$ cat config.mk
export PLATFORM = sky130hd
export DESIGN_NAME = smi_wr_assembler
export DESIGN_NICKNAME = d
export VERILOG_FILES = /design/src/rtl/smi_pkg.sv /design/src/rtl/smi_strobe_sync.sv /design/src/rtl/smi_wr_assembler.sv
export SDC_FILE = /design/constraint.sdc
export NUM_CORES = 1
export LEC_CHECK = 0
export BUFFER_PORTS_ARGS = -buffer_cell sky130_fd_sc_hd__buf_2
export CAP_MARGIN = 20
export CELL_PAD_IN_SITES_DETAIL_PLACEMENT = 0
export CELL_PAD_IN_SITES_GLOBAL_PLACEMENT = 1
export CORE_AREA = 2 2 85 87
export CTS_CLUSTER_DIAMETER = 40
export DETAILED_ROUTE_END_ITERATION = 8
export DIE_AREA = 0 0 87 89
export GPL_ROUTABILITY_DRIVEN = 1
export PLACE_DENSITY = 0.89
export SYNTH_ARGS = -nofsm -noshare
export SYNTH_HDL_FRONTEND = slang
export SYNTH_SLANG_ARGS = --single-unit
export TNS_END_PERCENT = 30
$ cat constraint.sdc
create_clock -name i_sys_clk -period 2.65 [get_ports i_sys_clk]
set_clock_uncertainty 0.15 [all_clocks]
set_input_delay 0.1325 -clock i_sys_clk [delete_from_list [all_inputs] [get_ports i_sys_clk]]
set_output_delay 0.1325 -clock i_sys_clk [all_outputs]
set_load 0.02 [all_outputs]
$ cat src/rtl/smi_pkg.sv
// Shared SMI definitions: write-assembler state encoding, test-pattern seed and
// the pattern LFSR step also used by the read-side generator.
package smi_pkg;

  localparam logic [0:0] ST_FILL = 1'b0;
  localparam logic [0:0] ST_PUSH = 1'b1;

  localparam logic [7:0] SMI_TEST_SEED = 8'h56;

  // A zero state would lock up the LFSR, so it reseeds instead.
  function automatic logic [7:0] smi_lfsr_next(input logic [7:0] v);
    logic [7:0] n;
    n = {v[2] ^ v[3], v[7:1]};
    return (n == 8'h00) ? SMI_TEST_SEED : n;
  endfunction

endpackage

$ cat src/rtl/smi_strobe_sync.sv
// SYNC_STAGES-deep synchronizer for an async strobe plus its data bus, with
// rising/falling edge detect on the synchronized strobe. Idle state is all-1.
module smi_strobe_sync #(
  parameter int SYNC_STAGES = 2,
  parameter int DW          = 8
) (
  input  logic          i_sys_clk,
  input  logic          i_rst_b,
  input  logic          strb_i,
  input  logic [DW-1:0] data_i,
  output logic          rise_o,
  output logic          fall_o,
  output logic [DW-1:0] data_o
);

  logic [SYNC_STAGES-1:0]         strb_q;
  logic [SYNC_STAGES-1:0][DW-1:0] data_q;
  logic                           strb_prev_q;

  always_ff @(posedge i_sys_clk or negedge i_rst_b) begin
    if (!i_rst_b) begin
      strb_q      <= '1;
      data_q      <= '1;
      strb_prev_q <= 1'b1;
    end else begin
      strb_q      <= {strb_q[SYNC_STAGES-2:0], strb_i};
      data_q      <= {data_q[SYNC_STAGES-2:0], data_i};
      strb_prev_q <= strb_q[SYNC_STAGES-1];
    end
  end

  // Data leaves the chain in the same cycle as the strobe edge it belongs to.
  assign rise_o = strb_q[SYNC_STAGES-1] & ~strb_prev_q;
  assign fall_o = ~strb_q[SYNC_STAGES-1] & strb_prev_q;
  assign data_o = data_q[SYNC_STAGES-1];

endmodule

$ cat src/rtl/smi_wr_assembler.sv
// SMI host write path: packs strobed bytes MSB-first into 32-bit TX FIFO words.
// Optional test-pattern checker enabled by SMI_WR_PATTERN_CHECK_EN.
module smi_wr_assembler
  import smi_pkg::*;
#(
  parameter int SYNC_STAGES = 2
) (
  input  logic        i_sys_clk,
  input  logic        i_rst_b,
  input  logic        i_wr_en,
  input  logic        i_smi_swe_srw,
  input  logic [7:0]  i_smi_data_in,
  input  logic        i_smi_test,
  output logic        o_smi_write_req,
  output logic        o_fifo_push,
  output logic [31:0] o_fifo_pushed_data,
  input  logic        i_fifo_full,
  input  logic        i_clear_err,
  output logic        o_overflow_err,
  output logic [7:0]  o_test_err_cnt
);

  logic       strb_rise, unused_fall;
  logic [7:0] sdata;

  smi_strobe_sync #(.SYNC_STAGES(SYNC_STAGES), .DW(8)) u_sync (
    .i_sys_clk (i_sys_clk),
    .i_rst_b   (i_rst_b),
    .strb_i    (i_smi_swe_srw),
    .data_i    (i_smi_data_in),
    .rise_o    (strb_rise),
    .fall_o    (unused_fall),
    .data_o    (sdata)
  );

  logic byte_evt, asm_evt;
  assign byte_evt = strb_rise & i_wr_en;
  assign asm_evt  = byte_evt & ~i_smi_test;

  logic [0:0]  state_q, state_d;
  logic [1:0]  idx_q, idx_d;
  logic [31:0] word_q, word_d;
  logic        push_q, push_d;
  logic        ovf_q, ovf_d;
  logic        pend_q, pend_d;
  logic [7:0]  pbyte_q, pbyte_d;
  logic        run_q;

  always_comb begin
    state_d = state_q;
    idx_d   = idx_q;
    word_d  = word_q;
    push_d  = 1'b0;
    ovf_d   = ovf_q;
    pend_d  = pend_q;
    pbyte_d = pbyte_q;
    case (state_q)
      ST_FILL: begin
        if (!i_wr_en || i_smi_test) begin
          idx_d  = 2'd0;
          pend_d = 1'b0;
        end else if (pend_q) begin
          // Byte caught on the push-decision cycle; lands once the push is seen.
          word_d[31:24] = pbyte_q;
          idx_d         = 2'd1;
          pend_d        = 1'b0;
        end else if (asm_evt) begin
          word_d[{~idx_q, 3'b000} +: 8] = sdata;
          if (idx_q == 2'd3) state_d = ST_PUSH;
          else               idx_d   = idx_q + 2'd1;
        end
      end
      default: begin
        if (!i_fifo_full) begin
          push_d  = 1'b1;
          state_d = ST_FILL;
          idx_d   = 2'd0;
          if (asm_evt) begin
            pend_d  = 1'b1;
            pbyte_d = sdata;
          end
        end else if (asm_evt) begin
          ovf_d = 1'b1;
        end
      end
    endcase
    if (i_clear_err) ovf_d = 1'b0;
  end

  always_ff @(posedge i_sys_clk or negedge i_rst_b) begin
    if (!i_rst_b) begin
      state_q <= ST_FILL;
      idx_q   <= 2'd0;
      word_q  <= '0;
      push_q  <= 1'b0;
      ovf_q   <= 1'b0;
      pend_q  <= 1'b0;
      pbyte_q <= '0;
      run_q   <= 1'b0;
    end else begin
      state_q <= state_d;
      idx_q   <= idx_d;
      word_q  <= word_d;
      push_q  <= push_d;
      ovf_q   <= ovf_d;
      pend_q  <= pend_d;
      pbyte_q <= pbyte_d;
      run_q   <= 1'b1;
    end
  end

  assign o_fifo_push        = push_q;
  assign o_fifo_pushed_data = word_q;
  assign o_overflow_err     = ovf_q;
  assign o_smi_write_req    = run_q & i_wr_en & ~i_smi_test & (state_q == ST_FILL) & ~i_fifo_full;

`ifdef SMI_WR_PATTERN_CHECK_EN
  logic       test_evt;
  logic [7:0] exp_q, exp_d;
  logic [7:0] cnt_q, cnt_d;
  assign test_evt = byte_evt & i_smi_test;

  always_comb begin
    exp_d = exp_q;
    cnt_d = cnt_q;
    if (test_evt) begin
      exp_d = smi_lfsr_next(exp_q);
      if (sdata != exp_q && cnt_q != 8'hFF) cnt_d = cnt_q + 8'd1;
    end
    if (i_clear_err) cnt_d = 8'h00;
  end

  always_ff @(posedge i_sys_clk or negedge i_rst_b) begin
    if (!i_rst_b) begin
      exp_q <= SMI_TEST_SEED;
      cnt_q <= 8'h00;
    end else begin
      exp_q <= exp_d;
      cnt_q <= cnt_d;
    end
  end

  assign o_test_err_cnt = cnt_q;
`else
  assign o_test_err_cnt = 8'h00;
`endif

endmodule
# --- Yosys cells after proc, flatten, opt, wreduce, memory -nomap -nowiden ---
# Cells that the tools add are included.
totals:
  reg_bits: 66
  latchBits: 0
  mem_bits_rw: 0
  mem_bits_ro: 0
  mem_count: 0
op_classes:
  add_sub_neg: 2
  multipliers: 0
  div: 0
  n_lt_le_gt_ge: 0
  eq_ne: 4
  shifts: 2
  n_mux: 23
  bitwise: 14
  n_reduce_logical: 13
ops:
  columns: ["op", "count"]
  rows:
  - ["bitwise mux 32 bit", 1]
  - ["2-to-1 mux 32 bit", 1]
  - ["variable shift 8 x 7 -> 32 bit (first input constant)", 1]
  - ["indexed part select 8 x 7 -> 32 bit", 1]
  - ["2-to-1 mux 1 bit", 14]
  - ["2-to-1 mux 2 bit", 6]
  - ["AND reduction 3 bit", 4]
  - ["2-to-1 mux 8 bit", 1]
  - ["nonzero test 2 bit", 4]
  - ["bitwise AND 1 bit", 7]
  - ["negation 5 -> 7 bit", 1]
  - ["NOT 1 bit", 6]
  - ["!= test 2 bit (second input constant)", 2]
  - ["!= test 4 bit (second input constant)", 1]
  - ["AND reduction 4 bit", 1]
  - ["nonzero test 4 bit", 1]
  - ["adder 2 x 1 -> 2 bit (second input constant)", 1]
  - ["== test 2 bit (second input constant)", 1]
  - ["NOT 2 bit", 1]
  - ["AND reduction 2 bit", 1]
  - ["logical NOT 1 bit", 1]
  - ["logical OR 1 bit", 1]

# --- Logic depth before layout (Yosys ltp) ---
# Gate-level depths: netlist of the first run.
depth:
  ltp_word: 8
  ltp_mapped: 6

# --- Hierarchy ---
# A second synthesis of the first run with hierarchy kept.
hier_totals:
  hier_cells: 240
  hier_area_um2: 2879.0
modules_own_cells:
  columns: ["mod", "n_inst", "cells_each", "area_per_inst_um2", "seq_area_each_um2"]
  rows:
  - ["smi_wr_assembler", 1, 211, 2304.7, 1176.1]
  - ["smi_strobe_sync", 1, 29, 574.3, 499.2]

# --- Worst setup path after synthesis of the first run ---
# OpenSTA, ideal clock, no wires.
synth_timing:
  path_kind: "register to register"
  startpoint: "reg idx_q[0]"
  endpoint: "reg word_q[10] (netlist: o_fifo_pushed_data[10])"
  setup_ps: 81
  arrival_ps: 1709
  path_slack_ps: 710
  stages_incl_launch_ff: 6
  cell_sequence: "dfrtp_1 inv_1 ha_1 nor3b_1 nand2_1 mux2i_1"
synth_between:
  elab_chain_len: 4
  word_cells_on_any_way: 5
  cone_classes: "add/sub (1); shift (2); mux (1); bitwise (1)"
synth_lines:
  columns: ["element", "line_no", "text"]
  rows:
  - ["from (decl)", "smi_wr_assembler.sv:41", "logic [1:0] idx_q, idx_d;"]
  - ["from (signal assigned)", "smi_wr_assembler.sv:102", "idx_q <= idx_d;"]
  - ["NOT 2 bit (*)", "smi_wr_assembler.sv:68", "word_d[{~idx_q, 3'b000} +: 8] = sdata;"]
  - ["negation 5 -> 7 bit (*)", "smi_wr_assembler.sv:68", null]
  - ["indexed part select 8 x 7 -> 32 bit / variable shift 8 x 7 -> 32 bit (equally long branches)", "smi_wr_assembler.sv:68", null]
  - ["bitwise mux 32 bit (*)", "smi_wr_assembler.sv:68", null]
  - ["to (signal assigned)", "smi_wr_assembler.sv:103", "word_q <= word_d;"]
  - ["to (decl)", "smi_wr_assembler.sv:42", "logic [31:0] word_q, word_d;"]
# Mark *: on every way between the ends. The rest lies on a longest branch, timed or not.
# A chain may end at the register's enable or synchronous reset.

# --- Worst setup path after layout of the first run ---
layout_timing:
  startpoint: "reg idx_q[0]"
  endpoint: "reg word_q[28] (netlist: o_fifo_pushed_data[28])"
layout_between:
  elab_chain_len: 6
  word_cells_on_any_way: 7
  cone_classes: "add/sub (1); shift (2); mux (3); bitwise (1)"
layout_lines:
  columns: ["element", "line_no", "text"]
  rows:
  - ["NOT 2 bit (*)", "smi_wr_assembler.sv:68", null]
  - ["negation 5 -> 7 bit (*)", "smi_wr_assembler.sv:68", null]
  - ["indexed part select 8 x 7 -> 32 bit / variable shift 8 x 7 -> 32 bit (equally long branches)", "smi_wr_assembler.sv:68", null]
  - ["bitwise mux 32 bit (*)", "smi_wr_assembler.sv:68", null]
  - ["2-to-1 mux 32 bit (*)", "smi_wr_assembler.sv:67", "end else if (asm_evt) begin"]
  - ["2-to-1 mux 8 bit (*)", "smi_wr_assembler.sv:62", "end else if (pend_q) begin"]
# Mark *: on every way between the ends. The rest lies on a longest branch, timed or not. The select of a mux whose other input is x is not followed.

==> impl_metrics.json, run 1 <==
{
  "status": "complete, no violations",
  "die_x_um": 87,
  "async_reset_ff_share_pct": 100,
  "place_hpwl_um": 3760,
  "place_ws_ns": 0.541,
  "hold_viol": 0,
  "cts.path.max_buffers": 2,
  "period_minus_slack_ns": 2.10,
  "antenna_found_initial": 0,
  "viasPerCell": 4.82,
  "irDropWorstVdd_v": 0.000394,
  "ctsRootBufferMaster": "clkbuf_8",
  "layout-drive-gt1-share_pct": 33.4,
  "drt.antenna.violating_nets": 0,
  "synthTopCellsByArea": "dfrtp_1, dfstp_2, mux2i_1, inv_1, nand2_1",
  "syn2layout_area_growth_pct": 23.5,
  "start_util_pct": 42.4,
  "ys_ff_latch": 66,
  "fp.coreArea_mm2": 0.00672,
  "worstPathMaxFanout": 8,
  "grt_use_met1_pct": 20.6,
  "wl_per_cell_um": 14.6,
  "ys_types": 35,
  "fin_ws_ns": 0.546,
  "synth_seq_area_share_pct": 58.8,
  "hold_class": "in -> reg",
  "yosysWarnings": 0,
  "cts.sinks": 66,
  "hold_depth": 3,
  "synth_edf_count": 0,
  "cts_tree": "yes",
  "grt_max_degree": 47,
  "slew_viol_final": 0,
  "required_ns": 2.76,
  "end_kind": "register",
  "first_pass_iters": 4,
  "max_clock_freq_mhz": 475,
  "placementRows": 30,
  "yosysTopAreaCell": "dfrtp_1",
  "worstSetupStartpointType": "register",
  "cts.reportedPaths.clkPinSlew_ns": 0.07,
  "drtIter0Drc": 71,
  "worstSkewPairLatency_ns": 0.35,
  "die_area_mm2": 0.00774,
  "h-tree-depth": 3,
  "layout.cells.most_common": "buf_2",
  "r2r_slack_ns": 0.55,
  "fin_crit_sh_pct": 79.4,
  "cellLeakagePower_uw": 0.00182,
  "ys.flop_type": "dfrtp_1",
  "synthCells": 232,
  "top_usage_layer": "met2",
  "powerDensity_mw_per_mm2": 652,
  "hold_end": "state_q",
  "reg2reg_to": "o_fifo_pushed_data[28]",
  "avgSynthCellArea_um2": 12.3,
  "route.vias.total": 1854,
  "reg2reg_depth": 5,
  "io_pins": 58,
  "critPathKind": "reg -> reg",
  "die_h_um": 89,
  "p_total_uw": 2290,
  "met2_usage_pct": 26.4,
  "rsz0062_at_grt": "false",
  "syn-cell-area_mm2": 0.00285,
  "antenna_cells": 0,
  "finalWirelength_um": 5640,
  "port_buffers": 49,
  "cts_buffers": 9,
  "grt_use_met3_pct": 3.79,
  "grt_pass1_wl_um": 9590,
  "drc": 0,
  "hp-start": "i_smi_test",
  "gr-total-overflow": 0,
  "first_global_vias": 1980,
  "tns_ns": 0,
  "synth.top_cell.area_share_pct": 41.3,
  "worstPathArrival_ns": 2.21,
  "setup-violations-final": 0,
  "final_nets": 320,
  "reg2reg_from": "idx_q[0]",
  "final_cell_mix": "buf_2, dfrtp_1, inv_1",
  "gp_congestion": 0.805,
  "drv_cap": 0,
  "grt_usage_pct": 16.5
}
[metal layers]
metal	wire, µm	part of all wire [%]	vias up
li1	-	-	883
met1	2530	45	910
met2	2670	47	49
met3	309	5.5	12
met4	129	2.3	0
met5	0	0	-
[kinds of logic (layout without fill, tap and decap cells)]
| logic type | count (synthesis) | after routing | synth area share (%) |
|---|---|---|---|
| AO/OA/AOI/OAI | 16 | 16 | 4.83 |
| adder cells (fa/ha/maj) | 5 | 5 | 2.20 |
| buffers and inverters | 50 | 116 | 8.21 |
| flip-flops | 66 | 66 | 58.8 |
| multiplexers | 41 | 41 | 14.8 |
| other | 2 | 9 | 0.264 |
| AND/OR/NAND/NOR | 52 | 52 | 10.9 |
[cell type report]
cell class / instances / area [µm²]
Fill cell: 584 / 3200
Sequential cell: 66 / 1680
Multi-Input combinational cell: 123 / 966
Timing Repair Buffer: 65 / 410
Clock buffer: 11 / 153
Inverter: 35 / 131
Tap cell: 80 / 100
Clock inverter: 5 / 83.8
[flip-flops by register name, indices dropped and copies added, names as in the netlist]
signal              flops
idx_q                   2
o_fifo_push             1
o_fifo_pushed_data     32
o_overflow_err          1
pbyte_q                 8
pend_q                  1
run_q                   1
state_q                 1
u_sync.data_o           8
u_sync.data_q           8
u_sync.strb_prev_q      1
u_sync.strb_q           2
[worst max-delay path by stage]
stage                                         to  depth (start not counted)      from  slack (ns)
after floorplan           o_fifo_pushed_data[10]                          5  idx_q[0]        0.71
after global placement    o_fifo_pushed_data[25]                          5  idx_q[0]        0.70
after detailed placement  o_fifo_pushed_data[29]                          5  idx_q[0]        0.54
after CTS                 o_fifo_pushed_data[29]                          5  idx_q[0]        0.54
after global routing      o_fifo_pushed_data[31]                          5  idx_q[0]        0.39
final                     o_fifo_pushed_data[28]                          5  idx_q[0]        0.55
[synth_stat cells, types with 2 or more instances]
library cell / count
dfrtp_1: 47
inv_1: 35
mux2i_1: 33
nand2_1: 26
dfstp_2: 19
a41oi_1: 8
and2_1: 8
buf_4: 8
mux2_2: 8
ha_1: 5
nand3_2: 3
nor3b_1: 3
and3b_1: 2
buf_1: 2
buf_6: 2
clkbuf_1: 2
conb_1: 2
nor3b_2: 2
[worst max-delay path: stages (launching register included)]
cell and delay (ns):
dfrtp_1 0.51, inv_1 0.14, ha_1 0.39, nor4_4 0.45
a41oi_1 0.20, mux2i_1 0.18
[where the power goes]
| group | switching [µW] | leakage, µW | internal (µW) |
|---|---|---|---|
| Clock | 393 | 0.000111 | 590 |
| Sequential | 36.5 | 0.000739 | 1070 |
| Combinational | 129 | 0.000972 | 75.8 |
| Total | 558 | 0.00182 | 1740 |
[metrics by stage]
step                      cell area, µm²  instances  utilization (%)  hold slack [ns]
after floorplan                     2880        239                -           -0.313
after global placement              3150        356             46.9          -0.0391
after detailed placement            3150        356             46.9          -0.0309
after CTS                           3520        385             52.4           0.0956
after global routing                3520        385             52.4            0.119
final                               3520        385             52.4            0.107
[timing repair]
| item | 4_1_cts | 5_1_grt |
|---|---|---|
| setup buffers | 0 | 0 |
| gates resized for setup | 0 | 0 |
| hold buffers | 13 | 0 |
| endpoints found under the hold margin | 33 | 0 |
Note: power is estimated with default switching activity, not from simulation.
==> run 2: changes to the inputs <==
- CORE_AREA: 2 2 85 87 -> 2 2 89 91
- DIE_AREA: 0 0 87 89 -> 0 0 91 93
- PLACE_DENSITY: 0.89 -> 0.86
- clock period: 2.65 -> 1.8 ns (I/O delays scaled with it)
==> run 2 against run 1 <==
  * Final cell count up 10%
  * Sequential cell count unchanged
  * Via count up 0.92%
  * Wire length up 1.5%
  * Worst hold slack worse by 0.10 ns
  * Setup slack worse by 0.50 ns
  * Critical path type is now reg -> out
  * Largest cell class unchanged
==> impl_metrics.json, run 2 (synthesis gave the netlist of run 1 again) <==
{
  "status": "complete, no violations",
  "first_pass_iters": 4,
  "port_buffers": 49,
  "worstPathMaxFanout": 5,
  "max_slew_margin_pct": 65.5,
  "cts_tree": "yes",
  "h-tree-depth": 3,
  "fin_crit_sh_pct": 97.3,
  "grt_max_degree": 28,
  "required_ns": 1.56,
  "antenna_found_initial": 0,
  "io_pins": 58,
  "wl_per_cell_um": 13.5,
  "end_kind": "output pin",
  "largest_reg_flops": 32,
  "drtIter0Drc": 93,
  "syn2layout_area_growth_pct": 28.4,
  "place_ws_ns": 0.0330,
  "cts.reportedPaths.clkPinSlew_ns": 0.06,
  "route.vias.total": 1871,
  "gp_congestion": 0.738,
  "place_hpwl_um": 4060,
  "postPlaceCellArea_mm2": 0.00330,
  "gr-total-overflow": 0,
  "max_clock_freq_mhz": 571,
  "final_nets": 337,
  "cellLeakagePower_uw": 0.00191,
  "crit_slowest_cell": "or3b_4",
  "tightest_slew_ns": 0.517,
  "rsz0062_at_grt": "true",
  "grt_pass1_wl_um": 9480,
  "path_buf_inv": 1,
  "critPathKind": "reg -> out",
  "period_minus_slack_ns": 1.75,
  "drc": 0,
  "start_util_pct": 37.8,
  "powerDensity_mw_per_mm2": 860,
  "placementRows": 32,
  "worstPathArrival_ns": 1.51,
  "layout-drive-gt1-share_pct": 38.5,
  "hold_class": "in -> reg",
  "worstSkewPairLatency_ns": 0.34,
  "max_stage_delay_ns": 0.42,
  "drv_cap": 0,
  "final_cell_mix": "buf_2, dfrtp_1, inv_1",
  "fin_ws_ns": 0.0485,
  "fill_cells": 725,
  "first_global_vias": 1939,
  "drt.antenna.violating_nets": 0,
  "viasPerCell": 4.41,
  "grt_usage_pct": 14.9,
  "cts.sinks": 66,
  "cts.path.max_buffers": 2,
  "die_area_mm2": 0.00846,
  "ctsRootBufferMaster": "clkbuf_8",
  "die_x_um": 91,
  "finalWirelength_um": 5720,
  "antenna_cells": 0,
  "final_area_mm2": 0.00366,
  "layout.cells.most_common": "buf_2",
  "die_h_um": 93,
  "irDropWorstVdd_v": 0.000505,
  "slew_viol_final": 0,
  "setup-violations-final": 0,
  "crit_chain": "or3b_4 -> nor3b_1 -> buf_2",
  "cts_buffers": 9,
  "worstSetupStartpointType": "register",
  "path_delay_family": "simple AND/OR/NAND/NOR gates",
  "hold_viol": 0,
  "fp.coreArea_mm2": 0.00753
}
-- run 2: cell types whose count changed in the layout (fill, tap and decap cells not counted), moves of 2 or more --
cell / change
buf_4: +16
clkbuf_1: +2
nor3b_2: +2
clkinv_2: +2
clkinvlp_4: -2
nor3b_1: -2
-- run 2: worst paths after layout --
check                                 start                      to  slack, ns  depth (start not counted)
setup / recovery                    state_q         o_smi_write_req       0.05                          3
hold / removal                   i_smi_test                idx_q[1]      0.007                          3
setup reg to reg           u_sync.strb_q[1]              pbyte_q[5]       0.05                          3
hold reg to reg            u_sync.data_q[5]        u_sync.data_o[5]       0.20                          0
max in group asynchronous           i_rst_b        u_sync.strb_q[1]       0.79                          3
min in group asynchronous           i_rst_b  o_fifo_pushed_data[11]       0.10                          2
-- run 2: power by group --
part	leakage (µW)	total (µW)	internal, µW	switching [µW]
sequential	0.000739	1630	1580	52.7
clock	0.0000974	1200	674	525
combinational	0.00107	319	126	193
-- run 2: final cells by class --
type	count	area (µm²)	share of cell area, %
multi-input combinational	123	982	26.9
sequential	66	1680	45.8
tap	102	128	3.49
inverter	35	131	3.59
timing repair buffer	82	552	15.1
clock inverter	3	40.0	1.09
clock buffer	13	149	4.07
-- run 2: per-stage QoR --
| stage | TNS [ns] | instances | power (µW) | util [%] | hold WS (ns) |
|---|---|---|---|---|---|
| after floorplan | -0.621 | 239 | 1820 | - | -0.356 |
| after CTS | 0 | 421 | 3190 | 48.1 | -0.00982 |
| final | 0 | 424 | 3150 | 48.6 | 0.00747 |
| after global routing | -0.142 | 424 | 3300 | 48.6 | 0.0146 |
| after global placement | 0 | 392 | 1950 | 43.9 | -0.0636 |
| after detailed placement | 0 | 392 | 1950 | 43.9 | -0.0558 |
-- run 2: routing by layer --
metal  share of wire (%)  wire [µm]  GRT usage [%]  up-vias
met2                  48       2750           22.8       49
met1                  45       2580           18.9      899
met5                   0          0              0        -
li1                    -          -              -      916
met4                 1.1         64           5.81        0
met3                 5.7        324           6.20        7
-- run 2: worst register-to-register path: cells and delay by family, from the launching register on --
kind	cells	cell delay, ns
AND/OR/NAND/NOR	2	0.60
flip-flops	1	0.56
multiplexers	1	0.33
-- run 2: timing repair --
| item | in CTS | in global routing |
|---|---|---|
| hold endpoints to repair | 76 | 0 |
| setup buffers | 1 | 3 |
| gates resized for setup | 1 | 5 |
| setup endpoints to repair | 1 | 31 |
| hold buffers | 12 | 0 |
